[src/rtl/exec_unit_if.sv]
// Execute-stage request/write-back bundle between the issue logic and exec_unit.
// The master drives the request; the slave returns busy and the write-back strobe.
interface exec_unit_if #(
    parameter int WIDTH = 16,
    parameter int RBITS = 3
);
    logic             start;
    logic [2:0]       op;
    logic [WIDTH-1:0] opa;
    logic [WIDTH-1:0] opb;
    logic [RBITS-1:0] dst;
    logic             busy;
    logic             wb_en;
    logic [RBITS-1:0] wb_reg;
    logic [WIDTH-1:0] wb_data;
    logic             zero;
    logic             carry;
    logic             err;

    modport master (
        output start, op, opa, opb, dst,
        input  busy, wb_en, wb_reg, wb_data, zero, carry, err
    );

    modport slave (
        input  start, op, opa, opb, dst,
        output busy, wb_en, wb_reg, wb_data, zero, carry, err
    );
endinterface

[src/rtl/exec_unit.sv]
// Execute stage: single-cycle ALU ops with a one-cycle write-back strobe, plus iterative MUL.
// Build option EXEC_MUL_EN includes the shift-add multiplier; without it opcode 111 pulses err.
module exec_unit #(
    parameter int WIDTH = 16,
    parameter int RBITS = 3
) (
    input  logic       clk,
    input  logic       rst_n,
    exec_unit_if.slave bus
);
    localparam logic [2:0] OP_ADD = 3'b000;
    localparam logic [2:0] OP_SUB = 3'b001;
    localparam logic [2:0] OP_AND = 3'b010;
    localparam logic [2:0] OP_OR  = 3'b011;
    localparam logic [2:0] OP_XOR = 3'b100;
    localparam logic [2:0] OP_SHL = 3'b101;
    localparam logic [2:0] OP_SHR = 3'b110;
    localparam logic [2:0] OP_MUL = 3'b111;

    logic             accept;
    logic             busy;
    logic [WIDTH:0]   alu_res_p0;
    logic             wb_en_p1;
    logic [RBITS-1:0] wb_reg_p1;
    logic [WIDTH-1:0] wb_data_p1;
    logic             zero_p1;
    logic             carry_p1;
    logic             err_p1;

    // Result is {carry, data}; carry is the ADD carry-out or SUB borrow, 0 otherwise.
    function automatic logic [WIDTH:0] alu(input logic [2:0] op,
                                           input logic [WIDTH-1:0] a,
                                           input logic [WIDTH-1:0] b);
        logic [WIDTH:0] r;
        r = '0;
        case (op)
            OP_ADD:  r = {1'b0, a} + {1'b0, b};
            OP_SUB:  r = {(a < b), a - b};
            OP_AND:  r = {1'b0, a & b};
            OP_OR:   r = {1'b0, a | b};
            OP_XOR:  r = {1'b0, a ^ b};
            OP_SHL:  r = {1'b0, a << b[3:0]};
            OP_SHR:  r = {1'b0, a >> b[3:0]};
            default: r = '0;
        endcase
        return r;
    endfunction

    assign accept     = bus.start && !busy;
    assign alu_res_p0 = alu(bus.op, bus.opa, bus.opb);

`ifdef EXEC_MUL_EN
    localparam int CNT_W = $clog2(WIDTH);

    typedef enum logic {S_IDLE, S_MUL} state_t;

    state_t           state;
    state_t           state_nxt;
    logic [WIDTH-1:0] mcand;
    logic [WIDTH-1:0] mplier;
    logic [WIDTH-1:0] acc;
    logic [WIDTH-1:0] acc_nxt;
    logic [CNT_W-1:0] cnt;
    logic [RBITS-1:0] dst_mul;
    logic             last_iter;
    logic             mul_done;

    assign acc_nxt   = acc + (mplier[0] ? mcand : '0);
    assign last_iter = (cnt == CNT_W'(WIDTH - 1));
    assign mul_done  = (state == S_MUL) && last_iter;

    always_ff @(posedge clk) begin
        if (!rst_n) state <= S_IDLE;
        else        state <= state_nxt;
    end

    always_comb begin
        state_nxt = state;
        case (state)
            S_IDLE:  if (accept && bus.op == OP_MUL) state_nxt = S_MUL;
            S_MUL:   if (last_iter) state_nxt = S_IDLE;
            default: state_nxt = S_IDLE;
        endcase
    end

    always_comb begin
        busy = (state == S_MUL);
    end

    // Shift-add iteration: one multiplier bit per clock, WIDTH clocks total.
    always_ff @(posedge clk) begin
        if (!rst_n) begin
            mcand   <= '0;
            mplier  <= '0;
            acc     <= '0;
            cnt     <= '0;
            dst_mul <= '0;
        end else if (accept && bus.op == OP_MUL) begin
            mcand   <= bus.opa;
            mplier  <= bus.opb;
            acc     <= '0;
            cnt     <= '0;
            dst_mul <= bus.dst;
        end else if (state == S_MUL) begin
            acc    <= acc_nxt;
            mcand  <= mcand << 1;
            mplier <= mplier >> 1;
            cnt    <= cnt + CNT_W'(1);
        end
    end
`else
    assign busy = 1'b0;
`endif

    // Write-back stage: strobe lasts one cycle, data/flags hold until the next strobe.
    always_ff @(posedge clk) begin
        if (!rst_n) begin
            wb_en_p1   <= 1'b0;
            wb_reg_p1  <= '0;
            wb_data_p1 <= '0;
            zero_p1    <= 1'b0;
            carry_p1   <= 1'b0;
            err_p1     <= 1'b0;
        end else begin
            wb_en_p1 <= 1'b0;
            err_p1   <= 1'b0;
            if (accept && bus.op != OP_MUL) begin
                wb_en_p1   <= 1'b1;
                wb_reg_p1  <= bus.dst;
                wb_data_p1 <= alu_res_p0[WIDTH-1:0];
                carry_p1   <= alu_res_p0[WIDTH];
                zero_p1    <= (alu_res_p0[WIDTH-1:0] == '0);
            end
`ifdef EXEC_MUL_EN
            else if (mul_done) begin
                wb_en_p1   <= 1'b1;
                wb_reg_p1  <= dst_mul;
                wb_data_p1 <= acc_nxt;
                carry_p1   <= 1'b0;
                zero_p1    <= (acc_nxt == '0);
            end
`else
            else if (accept) begin
                err_p1 <= 1'b1;
            end
`endif
        end
    end

    assign bus.busy    = busy;
    assign bus.wb_en   = wb_en_p1;
    assign bus.wb_reg  = wb_reg_p1;
    assign bus.wb_data = wb_data_p1;
    assign bus.zero    = zero_p1;
    assign bus.carry   = carry_p1;
    assign bus.err     = err_p1;
endmodule

[src/flat_wrapper.sv]
// flat-port wrapper written by rule: the top's interface ports become plain ports
module exec_unit_flat 
#(
    parameter int WIDTH = 16,
    parameter int RBITS = 3
)
  (clk, rst_n, bus_start, bus_op, bus_opa, bus_opb, bus_dst, bus_busy, bus_wb_en, bus_wb_reg, bus_wb_data, bus_zero, bus_carry, bus_err);
  exec_unit_if #(.WIDTH(WIDTH), .RBITS(RBITS)) bus_i ();
  input  logic clk;
  input  logic rst_n;
  input wire logic [$bits(bus_i.start)-1:0] bus_start;
  input wire logic [$bits(bus_i.op)-1:0] bus_op;
  input wire logic [$bits(bus_i.opa)-1:0] bus_opa;
  input wire logic [$bits(bus_i.opb)-1:0] bus_opb;
  input wire logic [$bits(bus_i.dst)-1:0] bus_dst;
  output wire logic [$bits(bus_i.busy)-1:0] bus_busy;
  output wire logic [$bits(bus_i.wb_en)-1:0] bus_wb_en;
  output wire logic [$bits(bus_i.wb_reg)-1:0] bus_wb_reg;
  output wire logic [$bits(bus_i.wb_data)-1:0] bus_wb_data;
  output wire logic [$bits(bus_i.zero)-1:0] bus_zero;
  output wire logic [$bits(bus_i.carry)-1:0] bus_carry;
  output wire logic [$bits(bus_i.err)-1:0] bus_err;
  assign bus_i.start = bus_start;
  assign bus_i.op = bus_op;
  assign bus_i.opa = bus_opa;
  assign bus_i.opb = bus_opb;
  assign bus_i.dst = bus_dst;
  assign bus_busy = bus_i.busy;
  assign bus_wb_en = bus_i.wb_en;
  assign bus_wb_reg = bus_i.wb_reg;
  assign bus_wb_data = bus_i.wb_data;
  assign bus_zero = bus_i.zero;
  assign bus_carry = bus_i.carry;
  assign bus_err = bus_i.err;
  exec_unit #(.WIDTH(WIDTH), .RBITS(RBITS)) u_core (.clk(clk), .rst_n(rst_n), .bus(bus_i));
endmodule
[config.mk]
export PLATFORM = sky130hd
export DESIGN_NAME = exec_unit_flat
export DESIGN_NICKNAME = d
export VERILOG_FILES = /design/src/rtl/exec_unit_if.sv /design/src/rtl/exec_unit.sv /design/src/flat_wrapper.sv
export SDC_FILE = /design/constraint.sdc
export NUM_CORES = 1
export LEC_CHECK = 0
export CAP_MARGIN = 20
export CORE_MARGIN = 5
export CORE_UTILIZATION = 52
export CTS_BUF_LIST = sky130_fd_sc_hd__clkbuf_2 sky130_fd_sc_hd__clkbuf_4 sky130_fd_sc_hd__clkbuf_8
export CTS_CLUSTER_DIAMETER = 100
export DETAILED_ROUTE_END_ITERATION = 12
export PLACE_DENSITY_LB_ADDON = 0.12
export SLEW_MARGIN = 20
export SYNTH_ARGS = -nofsm -noshare
export SYNTH_HDL_FRONTEND = slang
export SYNTH_SLANG_ARGS = --single-unit
[constraint.sdc]
create_clock -name clk -period 3.4 [get_ports clk]
set_input_delay 0.68 -clock clk [delete_from_list [all_inputs] [get_ports clk]]
set_output_delay 0.68 -clock clk [all_outputs]
set_load 0.01 [all_outputs]
==> impl_summary.md <==
Outcome
The flow ran to the end, but the final reports show violations. The final reports fail on negative setup slack.

Yosys
The mean post-synth cell area is ~7.5 µm². After synthesis, flip-flops and latches occupy 9.95% of the total area. Yosys attributes the largest share of cell area to sky130_fd_sc_hd__ha_1, sky130_fd_sc_hd__dfxtp_1, sky130_fd_sc_hd__mux4_2, sky130_fd_sc_hd__mux2i_1, sky130_fd_sc_hd__nand2_1. The net count after synthesis is 711.

Counting flops and latches in the post-synthesis netlist gives 23. The number of unique standard cell types used by synthesis is 79. Of the post-synthesis cell area, the dominant cell type holds around 14%. For this run, the leading register cell type out of synthesis is sky130_fd_sc_hd__dfxtp_1. The cell taking the most area after synthesis is sky130_fd_sc_hd__ha_1. The post-synthesis cell count is 616. The number of synthesized flops with an enable pin is 0.

For this run, the number of Yosys warnings is 0. The most used standard cell by instance count after synthesis is sky130_fd_sc_hd__nand2_1. Counting instances in the post-synthesis netlist gives the leading cell types as sky130_fd_sc_hd__nand2_1, sky130_fd_sc_hd__ha_1, sky130_fd_sc_hd__nor2_1. The proportion of synthesized flip-flops having asynchronous set or reset is 0%. The netlist area before placement is 4630 µm².

Floorplan
The floorplan has 34 rows. Measured along the y axis, the die boundary spans 104 µm. The die covers 10900 µm². The starting density of the core is a little over half. The region available for standard cell placement spans 8680 µm². During I/O placement, the number of pins put on the boundary was 65.

The die boundary width is 104 µm.

Final layout
The repair_antennas step left the layout with diodes totalling 0. Of the cells placed in the final design, the portion with a size suffix greater than 1 is 34.3%. After filler insertion, the fill cell instance count of the layout stands at approximately 580. The total number of nets in the final design is between 900 and 1000. The register with the most flip-flops in the layout has 16 of them. The synthesis-to-finish area growth is 51.8%. Cells fill 81.0% of the core in the end. The area of all placed cells without fillers is around 7000 µm².

Clock network
No sink is reached through more buffers than the 2 on the longest clock path. In this run the number of H-tree levels came out at 1. After clock tree synthesis, the flow added hold-fix buffers numbering 0. The cell sitting at the root of the clock tree is a sky130_fd_sc_hd__clkbuf_8. The clock latency of the later-clocked register in the worst-skew pair is 260 ps.

The number of sinks on the clock net is 23. TritonCTS built the clock tree. The number of buffers created by CTS is 3. The clock input transition at the sequential cells of the worst setup and hold paths is 80 ps.

STA
Timing would allow up to 292 MHz. The summed negative setup slack over all endpoints is -40.7 ps. The final clock period utilization by the worst path is 101%. Setup violations remaining at the end of the flow were counted as 3.

Setup repair after global routing could not meet its margin everywhere. The number of hold violations in the final report was 0. The tightest slew margin relative to the limit is 32.9%. After layout, the worst setup slack is -19.5 ps. The smallest clock period supported by the final layout is computed as 3420 ps. The max-slew violation count is 0.

Across the routed clock network, the largest skew measured is 0 ps. At the pin with the least slew margin, the transition time is 999 ps.

Setup path
The startpoint class of the critical path is an input port. Data on the critical path arrives at its endpoint at between 3000 and 4000 ps. The critical-path maximum fanout is 6. The type of destination of the critical path is a flip-flop. The critical path is of the in -> reg type.

Data on the critical path is required at its endpoint by 3550 ps.

Global routing
The via count of the first global-routing pass is 5758. The global route total overflow is 0. The initial antenna violation count came to 0. The wire length of the first global-routing pass is approximately 30000 µm.

The pin count of the biggest net entering global routing is 33. The aggregate global-route resource usage is 33.1%.

Pwr
The internal power of the cells totals 0.000930 W. The switching part of the total is approximately 42%. For this design the static power due to leakage is between 3 and 4 nW. The switching power of the nets is roughly 0.00068 W. Across the VDD grid, the largest voltage drop is 0.137 mV. Combinational logic is responsible for 70.4% of the overall power. Of the total power, registers draw 18.7%. The clock network burns 10.9% of the power. In this run the power density over the cells is 229 nW/µm².

Routing
After detailed routing, the number of vias per cell comes to 6.53. In this run, the number of DRC markers left after iteration 0 of detailed routing was between 600 and 700. The number of nets with antenna violations after detailed routing is 0.

Wires add up to 20100 µm. For this run, design rule violations remaining after detail routing come to 0. The first detailed-routing pass ran for 5 iterations. The average wire length per cell after detail routing is 21.8 µm. The number of vias after detailed routing is ~6000.

Place
The number of buffer cells added on primary ports is 63. At the end of routability-driven placement, the weighted congestion stood at ~1. The detailed placer's ending HPWL is 15000 µm.

The post-place instance area is 6450 µm².

Flow run
The number of violations of the max-capacitance limit is 0.

Hold path
The kind of path behind the tightest hold check is reg -> reg.
[final cells by class]
type | instances | area, µm² | share of cell area (%)
multi-input cells | 500 | 4180 | 59.5
repair buffers | 241 | 2030 | 28.9
flip-flops and latches | 23 | 460 | 6.55
inverters | 46 | 176 | 2.51
well taps | 108 | 135 | 1.92
clock buffers | 4 | 48.8 | 0.694
[logic make-up after synthesis]
| kind of cell | synth area share (%) |
|---|---|
| buffers and inverters | 8.73 |
| AND/OR/NAND/NOR | 19.4 |
| flip-flops | 9.95 |
| AO/OA/AOI/OAI | 31.4 |
| other | 0.0810 |
| multiplexers | 13.6 |
| XOR/XNOR | 1.89 |
| adder cells (fa/ha/maj) | 14.9 |
[critical path, stage by stage]
cell and delay (ps):
sky130_fd_sc_hd__clkdlybuf4s50_1 510, sky130_fd_sc_hd__inv_1 110, sky130_fd_sc_hd__ha_4 310, sky130_fd_sc_hd__a21oi_2 220, sky130_fd_sc_hd__nor2_4 70, sky130_fd_sc_hd__a2111o_1 390, sky130_fd_sc_hd__a31oi_2 190, sky130_fd_sc_hd__or3_1 150
sky130_fd_sc_hd__a22oi_2 60, sky130_fd_sc_hd__xnor2_1 190, sky130_fd_sc_hd__a221oi_2 290, sky130_fd_sc_hd__buf_4 170, sky130_fd_sc_hd__nand2_1 60, sky130_fd_sc_hd__o211a_1 150
[power groups by stage]
stage	Combinational [W]	Clock [W]	Sequential, W
2_1_floorplan	0.000482	0	0.000316
3_3_place_gp	0.000946	0	0.000306
3_5_place_dp	0.000967	0	0.000308
4_1_cts	0.00102	0.000173	0.000301
5_1_grt	0.00120	0.000185	0.000303
6_report	0.00113	0.000175	0.000302
[timing repair]
action | 4_1_cts | 5_1_grt
hold endpoints to repair | 0 | 0
pin swaps | 18 | 23
gates resized for setup | 44 | 58
buffers inserted | 4 | 8
endpoints found under the setup margin | 10 | 9
[routing by layer]
| layer | track usage [%] | wire, µm | up-vias |
|---|---|---|---|
| met1 | 42.8 | 7770 | 2834 |
| met5 | 0 | 0 | - |
| met3 | 4.22 | 1800 | 97 |
| li1 | - | - | 2698 |
| met2 | 54.8 | 9330 | 394 |
| met4 | 14.8 | 1210 | 0 |
[path summary, 6_finish.rpt]
path                                                          start                                   to  slack (ps)  depth (start not counted)
worst max-delay path                                     bus_opb[3]  u_core.bus.wb_data[11]$_SDFFE_PN0P_         -20                         14
worst min-delay path              u_core.bus.wb_reg[2]$_SDFFE_PN0P_    u_core.bus.wb_reg[2]$_SDFFE_PN0P_         480                          2
worst max register to register  u_core.bus.wb_data[14]$_SDFFE_PN0P_  u_core.bus.wb_data[14]$_SDFFE_PN0P_        2720                          2
worst min register to register    u_core.bus.wb_reg[2]$_SDFFE_PN0P_    u_core.bus.wb_reg[2]$_SDFFE_PN0P_         480                          2
[stage by stage]
step / hold slack, ps / setup slack [ps] / std cells / power [W]
detailed placement: 457 / -674 / 906 / 0.00127
global placement: 443 / -561 / 906 / 0.00125
global route: 503 / -272 / 922 / 0.00168
CTS: 466 / 6.18 / 914 / 0.00150
finish: 475 / -19.5 / 922 / 0.00161
floorplan: 479 / 27.6 / 616 / 0.000798
[layout by cell type, fill, tap and decap left out, drive strengths merged, types with 6 or more instances in the layout]
master / count
buf: 179
nand2: 56
ha: 52
clkdlybuf4s50: 49
nor2: 48
inv: 45
a21oi: 37
o21ai: 30
mux2i: 24
dfxtp: 23
nor3: 18
nand3: 17
a22oi: 16
a211oi: 15
o211a: 14
o22ai: 13
mux4: 11
dlymetal6s2s: 11
mux2: 11
a221oi: 7
xor2: 7
a31oi: 7
nand2b: 7
a211o: 6
o211ai: 6
a21o: 6
nor2b: 6
nand4: 6
nor4: 6
clkbuf: 6
No activity file was read; power rests on OpenSTA's default activity.
